===== config.mk =====
export PLATFORM = sky130hd
export DESIGN_NAME = ex_mem_ccr_stage
export DESIGN_NICKNAME = d
export VERILOG_FILES = /design/src/rtl/ex_mem_ccr_stage_pkg.sv /design/src/rtl/ex_mem_ccr_stage_ccr_unit.sv /design/src/rtl/ex_mem_ccr_stage.sv
export SDC_FILE = /design/constraint.sdc
export NUM_CORES = 1
export LEC_CHECK = 0
export ABC_AREA = 1
export ABC_CLOCK_PERIOD_IN_PS = 2100
export BUFFER_PORTS_ARGS = -buffer_cell sky130_fd_sc_hd__buf_2
export CELL_PAD_IN_SITES_DETAIL_PLACEMENT = 1
export CELL_PAD_IN_SITES_GLOBAL_PLACEMENT = 2
export CORE_MARGIN = 2
export CORE_UTILIZATION = 27
export CTS_CLUSTER_SIZE = 40
export DETAILED_ROUTE_END_ITERATION = 10
export GPL_TIMING_DRIVEN = 0
export PLACE_DENSITY_LB_ADDON = 0.15
export RECOVER_POWER = 50
export SLEW_MARGIN = 10
export SYNTH_ARGS = -nofsm -noshare
export SYNTH_HDL_FRONTEND = slang
export SYNTH_SLANG_ARGS = --single-unit

===== constraint.sdc =====
create_clock -name clk -period 2.1 [get_ports clk]
set_input_delay 0.525 -clock clk [delete_from_list [all_inputs] [get_ports clk]]
set_output_delay 0.525 -clock clk [all_outputs]
set_load 0.02 [all_outputs]

===== src/rtl/ex_mem_ccr_stage_pkg.sv =====
`default_nettype none
// ============================================================================
//  Module      : ex_mem_ccr_stage_pkg
//  Description : Shared constants and types for the EX/MEM stage and its
//                condition-code unit: datapath widths, CCR bit positions,
//                conditional-jump encodings and the flag-save FSM states.
//  Revision    : 1.0 - initial release
// ============================================================================
package ex_mem_ccr_stage_pkg;

    localparam int DATA_W = 16;
    localparam int REG_AW = 3;
    localparam int CCR_W  = 3;

    // CCR bit positions
    localparam int C_BIT = 2;
    localparam int N_BIT = 1;
    localparam int Z_BIT = 0;

    // Conditional jump encodings
    localparam logic [1:0] JMP_NONE = 2'b00;
    localparam logic [1:0] JMP_Z    = 2'b01;
    localparam logic [1:0] JMP_N    = 2'b10;
    localparam logic [1:0] JMP_C    = 2'b11;

    // Single-level flag save slot
    typedef enum logic [0:0] {
        SAVE_EMPTY = 1'b0,
        SAVE_HELD  = 1'b1
    } save_state_e;

endpackage : ex_mem_ccr_stage_pkg
`default_nettype wire


===== src/rtl/ex_mem_ccr_stage_ccr_unit.sv =====
`default_nettype none
// ============================================================================
//  Module      : ccr_unit
//  Description : Architectural condition-code register. Applies the flag
//                update priority (restore > ALU write > setc/clrc > jump
//                clear), evaluates conditional jumps against the current
//                flags and keeps a single-level interrupt save slot.
//  Ports       : i_ex_valid/i_flush/i_stall qualify the EX instruction;
//                i_ccr_we/i_alu_ccr, i_setc/i_clrc, i_jmp_type,
//                i_int_save/i_rti_restore request flag changes;
//                o_ccr_q current flags, o_jmp_taken jump decision,
//                o_saved_valid save slot occupied.
//  Revision    : 1.0 - initial release
// ============================================================================
module ccr_unit
    import ex_mem_ccr_stage_pkg::*;
(
    input  logic             clk,
    input  logic             rst,
    input  logic             i_ex_valid,
    input  logic             i_flush,
    input  logic             i_stall,
    input  logic             i_ccr_we,
    input  logic [CCR_W-1:0] i_alu_ccr,
    input  logic             i_setc,
    input  logic             i_clrc,
    input  logic [1:0]       i_jmp_type,
    input  logic             i_int_save,
    input  logic             i_rti_restore,
    output logic [CCR_W-1:0] o_ccr_q,
    output logic             o_jmp_taken,
    output logic             o_saved_valid
);

    save_state_e      r_state;
    save_state_e      w_state_nxt;
    logic [CCR_W-1:0] r_ccr;
    logic [CCR_W-1:0] w_ccr_nxt;
    logic [CCR_W-1:0] r_saved;
    logic [CCR_W-1:0] w_saved_nxt;
    logic             w_eff;
    logic             w_jmp_hit;
    logic             w_restore;

    assign w_eff     = i_ex_valid & ~i_flush & ~i_stall;
    assign w_restore = i_rti_restore & (r_state == SAVE_HELD);

    // Condition test against the registered flags only
    always_comb begin
        w_jmp_hit = 1'b0;
        case (i_jmp_type)
            JMP_NONE: w_jmp_hit = 1'b0;
            JMP_Z:    w_jmp_hit = r_ccr[Z_BIT];
            JMP_N:    w_jmp_hit = r_ccr[N_BIT];
            JMP_C:    w_jmp_hit = r_ccr[C_BIT];
            default:  w_jmp_hit = 1'b0;
        endcase
    end

    assign o_jmp_taken = w_eff & w_jmp_hit;

    // Flag next-state. alu_ccr is only looked at on the ccr_we branch because
    // a disabled ALU unit leaves it floating.
    always_comb begin
        w_ccr_nxt = r_ccr;
        if (w_eff) begin
            if (w_restore) begin
                w_ccr_nxt = r_saved;
            end else if (i_ccr_we) begin
                w_ccr_nxt = i_alu_ccr;
            end else if (i_setc | i_clrc) begin
                w_ccr_nxt[C_BIT] = i_setc;
            end else if (w_jmp_hit) begin
                case (i_jmp_type)
                    JMP_Z:   w_ccr_nxt[Z_BIT] = 1'b0;
                    JMP_N:   w_ccr_nxt[N_BIT] = 1'b0;
                    JMP_C:   w_ccr_nxt[C_BIT] = 1'b0;
                    default: w_ccr_nxt = r_ccr;
                endcase
            end
        end
    end

    // Save slot FSM. The saved value is the flags before this cycle's update.
    // A save in HELD overwrites the slot and wins over a simultaneous restore
    // for the FSM state; the restore still reads the old slot value above.
    always_comb begin
        w_state_nxt = r_state;
        w_saved_nxt = r_saved;
        if (w_eff) begin
            case (r_state)
                SAVE_EMPTY: begin
                    if (i_int_save) begin
                        w_state_nxt = SAVE_HELD;
                        w_saved_nxt = r_ccr;
                    end
                end
                SAVE_HELD: begin
                    if (i_int_save) begin
                        w_saved_nxt = r_ccr;
                    end else if (i_rti_restore) begin
                        w_state_nxt = SAVE_EMPTY;
                    end
                end
                default: w_state_nxt = SAVE_EMPTY;
            endcase
        end
    end

    always_ff @(posedge clk or posedge rst) begin
        if (rst) begin
            r_state <= SAVE_EMPTY;
            r_ccr   <= '0;
            r_saved <= '0;
        end else begin
            r_state <= w_state_nxt;
            r_ccr   <= w_ccr_nxt;
            r_saved <= w_saved_nxt;
        end
    end

    assign o_ccr_q       = r_ccr;
    assign o_saved_valid = (r_state == SAVE_HELD);

endmodule : ccr_unit
`default_nettype wire


===== src/rtl/ex_mem_ccr_stage.sv =====
`default_nettype none
// ============================================================================
//  Module      : ex_mem_ccr_stage
//  Description : EX/MEM pipeline latch plus the condition-code unit. Latches
//                the selected ALU result and downstream controls with one
//                cycle of latency (hold on stall, bubble on flush), and
//                exposes the CCR as previous flags for the ALU.
//  Ports       : alu_out/alu_ccr ALU result and flags; ex_* EX controls;
//                stall/flush pipeline control; ccr_q flags; jmp_taken jump
//                decision; mem_* latched stage outputs; saved_valid save
//                slot occupied.
//  Revision    : 1.0 - initial release
// ============================================================================
module ex_mem_ccr_stage
    import ex_mem_ccr_stage_pkg::*;
#(
    parameter int DATA_W = ex_mem_ccr_stage_pkg::DATA_W,
    parameter int REG_AW = ex_mem_ccr_stage_pkg::REG_AW,
    parameter int CCR_W  = ex_mem_ccr_stage_pkg::CCR_W
) (
    input  logic              clk,
    input  logic              rst,
    input  logic [DATA_W-1:0] alu_out,
    input  logic [CCR_W-1:0]  alu_ccr,
    input  logic              ex_valid,
    input  logic              ccr_we,
    input  logic              setc,
    input  logic              clrc,
    input  logic [1:0]        jmp_type,
    input  logic              int_save,
    input  logic              rti_restore,
    input  logic [REG_AW-1:0] ex_rdst,
    input  logic              ex_wb_en,
    input  logic              ex_mem_rd,
    input  logic              ex_mem_wr,
    input  logic              stall,
    input  logic              flush,
    output logic [CCR_W-1:0]  ccr_q,
    output logic              jmp_taken,
    output logic [DATA_W-1:0] mem_result,
    output logic [REG_AW-1:0] mem_rdst,
    output logic              mem_wb_en,
    output logic              mem_mem_rd,
    output logic              mem_mem_wr,
    output logic              mem_valid,
    output logic              saved_valid
);

    logic [DATA_W-1:0] r_result;
    logic [REG_AW-1:0] r_rdst;
    logic              r_wb_en;
    logic              r_mem_rd;
    logic              r_mem_wr;
    logic              r_valid;

    ccr_unit u_ccr_unit (
        .clk           (clk),
        .rst           (rst),
        .i_ex_valid    (ex_valid),
        .i_flush       (flush),
        .i_stall       (stall),
        .i_ccr_we      (ccr_we),
        .i_alu_ccr     (alu_ccr),
        .i_setc        (setc),
        .i_clrc        (clrc),
        .i_jmp_type    (jmp_type),
        .i_int_save    (int_save),
        .i_rti_restore (rti_restore),
        .o_ccr_q       (ccr_q),
        .o_jmp_taken   (jmp_taken),
        .o_saved_valid (saved_valid)
    );

    // Stall holds everything; flush inserts an all-zero bubble.
    always_ff @(posedge clk or posedge rst) begin
        if (rst) begin
            r_result <= '0;
            r_rdst   <= '0;
            r_wb_en  <= 1'b0;
            r_mem_rd <= 1'b0;
            r_mem_wr <= 1'b0;
            r_valid  <= 1'b0;
        end else if (!stall) begin
            if (flush) begin
                r_result <= '0;
                r_rdst   <= '0;
                r_wb_en  <= 1'b0;
                r_mem_rd <= 1'b0;
                r_mem_wr <= 1'b0;
                r_valid  <= 1'b0;
            end else begin
                r_result <= alu_out;
                r_rdst   <= ex_rdst;
                r_wb_en  <= ex_wb_en;
                r_mem_rd <= ex_mem_rd;
                r_mem_wr <= ex_mem_wr;
                r_valid  <= ex_valid;
            end
        end
    end

    assign mem_result = r_result;
    assign mem_rdst   = r_rdst;
    assign mem_wb_en  = r_wb_en;
    assign mem_mem_rd = r_mem_rd;
    assign mem_mem_wr = r_mem_wr;
    assign mem_valid  = r_valid;

endmodule : ex_mem_ccr_stage
`default_nettype wire


======== Yosys cells after proc, flatten, opt, wreduce, memory -nomap -nowiden ========
Cells that the tools add are included.
W data, S select, Z words.
word-level totals
  register bits after elaboration ......... 30
  output and inout bits ................... 28
  input bits .............................. 37
operators by class
  reductions and logical operators ........ 10
  muxes and demuxes ....................... 20
  bitwise gates (word level) .............. 8
  equality and inequality tests ........... 4
operators by type and width
  cell                  number
  $mux W16              1
  $mux W3               5
  $mux W1               11
  $reduce_bool A3 Y1    3
  $reduce_and A4 Y1     2
  $reduce_bool A4 Y1    2
  $and A1 B1 Y1         4
  $eq A2 B2 Y1 const B  2
  $pmux W1 S4           1
  $ne A3 B2 Y1 const B  1
  $not A1 Y1            3
  $reduce_and A3 Y1     1
  $eq A2 B1 Y1 const B  1
  $logic_not A2 Y1      1
  $mux W2               1
  $pmux W1 S2           1
  $reduce_and A2 Y1     1
  $or A1 B1 Y1          1

======== Depth between registers and ports, before layout ========
  depth in word-level cells ............... 6
  gate-level depth with buffers ........... 7
  gate-level depth less buffers ........... 7

======== By module ========
A second synthesis with hierarchy kept.
unflattened totals
  cell total of the unflattened synthesis .. 169
  area total of the unflattened synthesis .. 1,345.0 sq um
modules (own cells, without submodules)
  module            instances  area an instance (sq um)  cells an instance
  ex_mem_ccr_stage  1          887.1                     98
  ccr_unit          1          457.9                     71

======== Worst setup path after synthesis ========
Ideal clock, no wire load.
  kind .................................... input -> output
  start point ............................. in stall
  end point ............................... out jmp_taken
  slack ................................... 567 ps
  data required time ...................... 1,575 ps
  path buffers ............................ 0
  arrival ................................. 1,008 ps
  stages on the path ...................... 5
  path through ............................ nor2_4 nand2_2 inv_2 nand2_1 inv_1
between the ends
  word-level cells in the longest chain between the ends .. 3
RTL lines
  item           line                             RTL
  from (decl)    ex_mem_ccr_stage.sv:36           input logic stall,
  $not A1 Y1     ex_mem_ccr_stage_ccr_unit.sv:45  assign w_eff = i_ex_valid & ~i_flush & ~i_stall;
  $and A1 B1 Y1  ex_mem_ccr_stage_ccr_unit.sv:45
  $and A1 B1 Y1  ex_mem_ccr_stage_ccr_unit.sv:60  assign o_jmp_taken = w_eff & w_jmp_hit;
  to (decl)      ex_mem_ccr_stage.sv:39           output logic jmp_taken,
No other way between the ends.

======== Worst setup path in the final report ========
Ends and elaborated chain as after synthesis.

==> impl_results.md <==
* Total nets after synthesis at 156
* CP Capture Type: output port
* Setup ws final at 0.207 ns
* Hpwl dp at 2570 um
* WL/cell at 13.7 um
* Area of the core at 0.00438 sq mm
* Final min period at 1.89 ns
* Critical path arrival at 1.37 ns
* Pin count of the biggest net entering global routing at 31
* Setup Crit Path Kind: in2out
* IO buf count at 64
* Vias per inst at 4.73
* FF+latch count, synth at 30
* Multi-input gate area in the final layout at 435 sq um
* TritonCTS clock tree: yes
* Hold_buf cts at 0
* PostCTS Resize Cnt at 0
* Initial Utilization at 28.4%
* Ranking of synthesized cells by area: dfrtp_1 (60%), a22o_1 (15%), nand2_1 (6.6%)
* Average size of a mapped cell at 10.5 sq um
* TritonRoute pass-1 iters at 4
* Clk slew on worst S/H paths at 0.07 ns
* FILL cells at 545
* Clock skew at 0.00653 ns
* Vias at 1150
* Post-DP Area at 0.00163 sq mm
* Pwr dens at 851 mW/mm^2
* Worst-margin pin slew at 1.06 ns
* DRC viols at 0
* Slew headroom at 28.8%
* CTS Buf Count at 5
* Most frequent cells after synthesis: dfrtp_1 (30), a22o_1 (22), nand2_1 (22), nand3_1 (10), nor2_1 (9)
* Core Rows at 24
* Clock Path Buffers at 2
* Slew Viols, Final at 0
* FF+latch area at 751 sq um
* Iter 0 DRT Violations at 28
* Synthesized area at 0.00124 sq mm
* P_leak at 0.978 nW
* Post-synth top flop: dfrtp_1
* Seq/Total Area, Yosys at 60.4%
* CP max FO at 6
* RSZ-0062 raised after global routing: no
* Antenna Cells at 0
* Post-synth EDFFs at 0
* Worst hold margin at 0.375 ns
* Final core utilization at 39.2%
* Startpoint Class: input port
* Max-cap violations at 0
* Final wirelength at 3340 um
* Die H at 71.9 um
* Worst hold path class: in2async
* Required time worst endpoint at 1.57 ns
* Most numerous cell in the Yosys netlist: dfrtp_1
* Setup-failing EPs final at 0
* Vias in the first global route at 1259
* H-tree Lvls at 2
* Outcome: finished, final reports clean
* Peak supply drop at 0.360 mV
* Top delay family on crit path: buffers and inverters
* Achievable Freq at 528 MHz
* Top cell type by total area after synthesis: dfrtp_1
* Global placement routability congestion at 0.717
* Share of cells above drive strength 1 at 41.4%
* Area grow syn2layout at 38.2%
* Gr usage total at 14.3%
* Critical Path, Cell by Cell: clkbuf_1 > nor2_4 > nand2_2 > inv_2 > nand2_1 > inv_1 > buf_2
* Syn Inst Count at 119
* Die width at 71.9 um
* I/O pin cnt at 65
* Dpl ws at 0.227 ns
* Die area at 0.00517 sq mm
* CP max stage cell: nor2_4
* Clock Latency Late Sink at 0.28 ns
* Synth top area share at 60.4%
* Congestion Overflow GR at 0
* Async SR Flop Fraction at 100%
* ANT nets after route at 0
* Buf+Inv Stages, Crit Path at 4
* Initial antenna violation count at 0
* Clock Sinks at 30
* Post-route design area at 0.00172 sq mm
* Fin. Hold Viols at 0
* Postcts setup bufs at 0
* Tcrit/Tclk final at 90.1%
* CTS root buf: clkbuf_8
* Total Nets Final at 227
* Setup_tns at 0 ns
* Slowest Stage Delay on Critical Path at 0.19 ns
* Number of library cell types mapped by synthesis at 13
* First-pass GRT wire length at 5710 um
* Yosys warnings at 0
-- routing by layer --
metal	track usage, %	wire, um
met3	5.49	239
met4	5.03	46
met2	24.0	1670
met5	0	0
met1	16.8	1380
-- path summary, 6_finish.rpt --
path	from	cells after the start	endpoint	slack, ns
min	rst	2	mem_mem_wr	0.37
min in group clk	alu_out[7]	2	mem_result[7]	0.46
max	stall	7	jmp_taken	0.21
max in group asynchronous	rst	2	mem_result[11]	1.24
max reg2reg	u_ccr_unit.o_saved_valid	6	u_ccr_unit.o_ccr_q[0]	0.92
min reg2reg	u_ccr_unit.r_saved[0]	2	u_ccr_unit.r_saved[0]	0.48
-- flip-flops by register name (all words and copies together), names as in the netlist --
register	count
u_ccr_unit.r_saved	3
mem_valid	1
mem_wb_en	1
mem_mem_rd	1
mem_mem_wr	1
u_ccr_unit.o_saved_valid	1
mem_rdst	3
mem_result	16
u_ccr_unit.o_ccr_q	3
-- kinds of logic (layout without fill, tap and decap cells) --
logic type | count (synthesis) | after routing | synth area share [%]
AND/OR/NAND/NOR | 48 | 48 | 17.3
buffers and inverters | 14 | 86 | 4.63
flip-flops | 30 | 30 | 60.4
AO/OA/AOI/OAI | 27 | 27 | 17.7
-- final cells by class --
| type | count | area share (%) |
|---|---|---|
| Tap cell | 52 | 3.78 |
| Inverter | 10 | 2.18 |
| Sequential cell | 30 | 43.7 |
| Multi-Input combinational cell | 75 | 25.3 |
| Clock buffer | 6 | 4.80 |
| Clock inverter | 2 | 0.728 |
| Timing Repair Buffer | 64 | 18.6 |
| Buffer | 4 | 0.946 |
-- power by group --
group	leakage (nW)	switching [mW]	internal, mW
sequential	0.390	0.0421	0.642
clock	0.0472	0.223	0.263
combinational	0.541	0.180	0.113
total	0.978	0.445	1.02
-- through the flow --
step	std cells	power, mW
CTS	243	1.50
finish	243	1.46
global route	243	1.56
global placement	235	0.988
floorplan	119	0.866
detailed placement	235	0.996
-- layout by cell type, fill, tap and decap left out --
cell        synthesis  layout
dfrtp_1            30      30
inv_1               7       6
nor2_4              1       1
nor2_1              9       9
nand3_1            10      10
inv_2               3       3
buf_2               4      64
o21ai_1             3       3
nand4_1             3       3
clkbuf_8            0       6
a22o_1             22      22
nand2_2             3       3
clkbuf_1            0       4
nand2_1            22      22
clkinv_2            0       1
clkinv_1            0       1
a31oi_1             2       2
clkinvlp_4          0       1
Power figures use the tool's default switching activity.
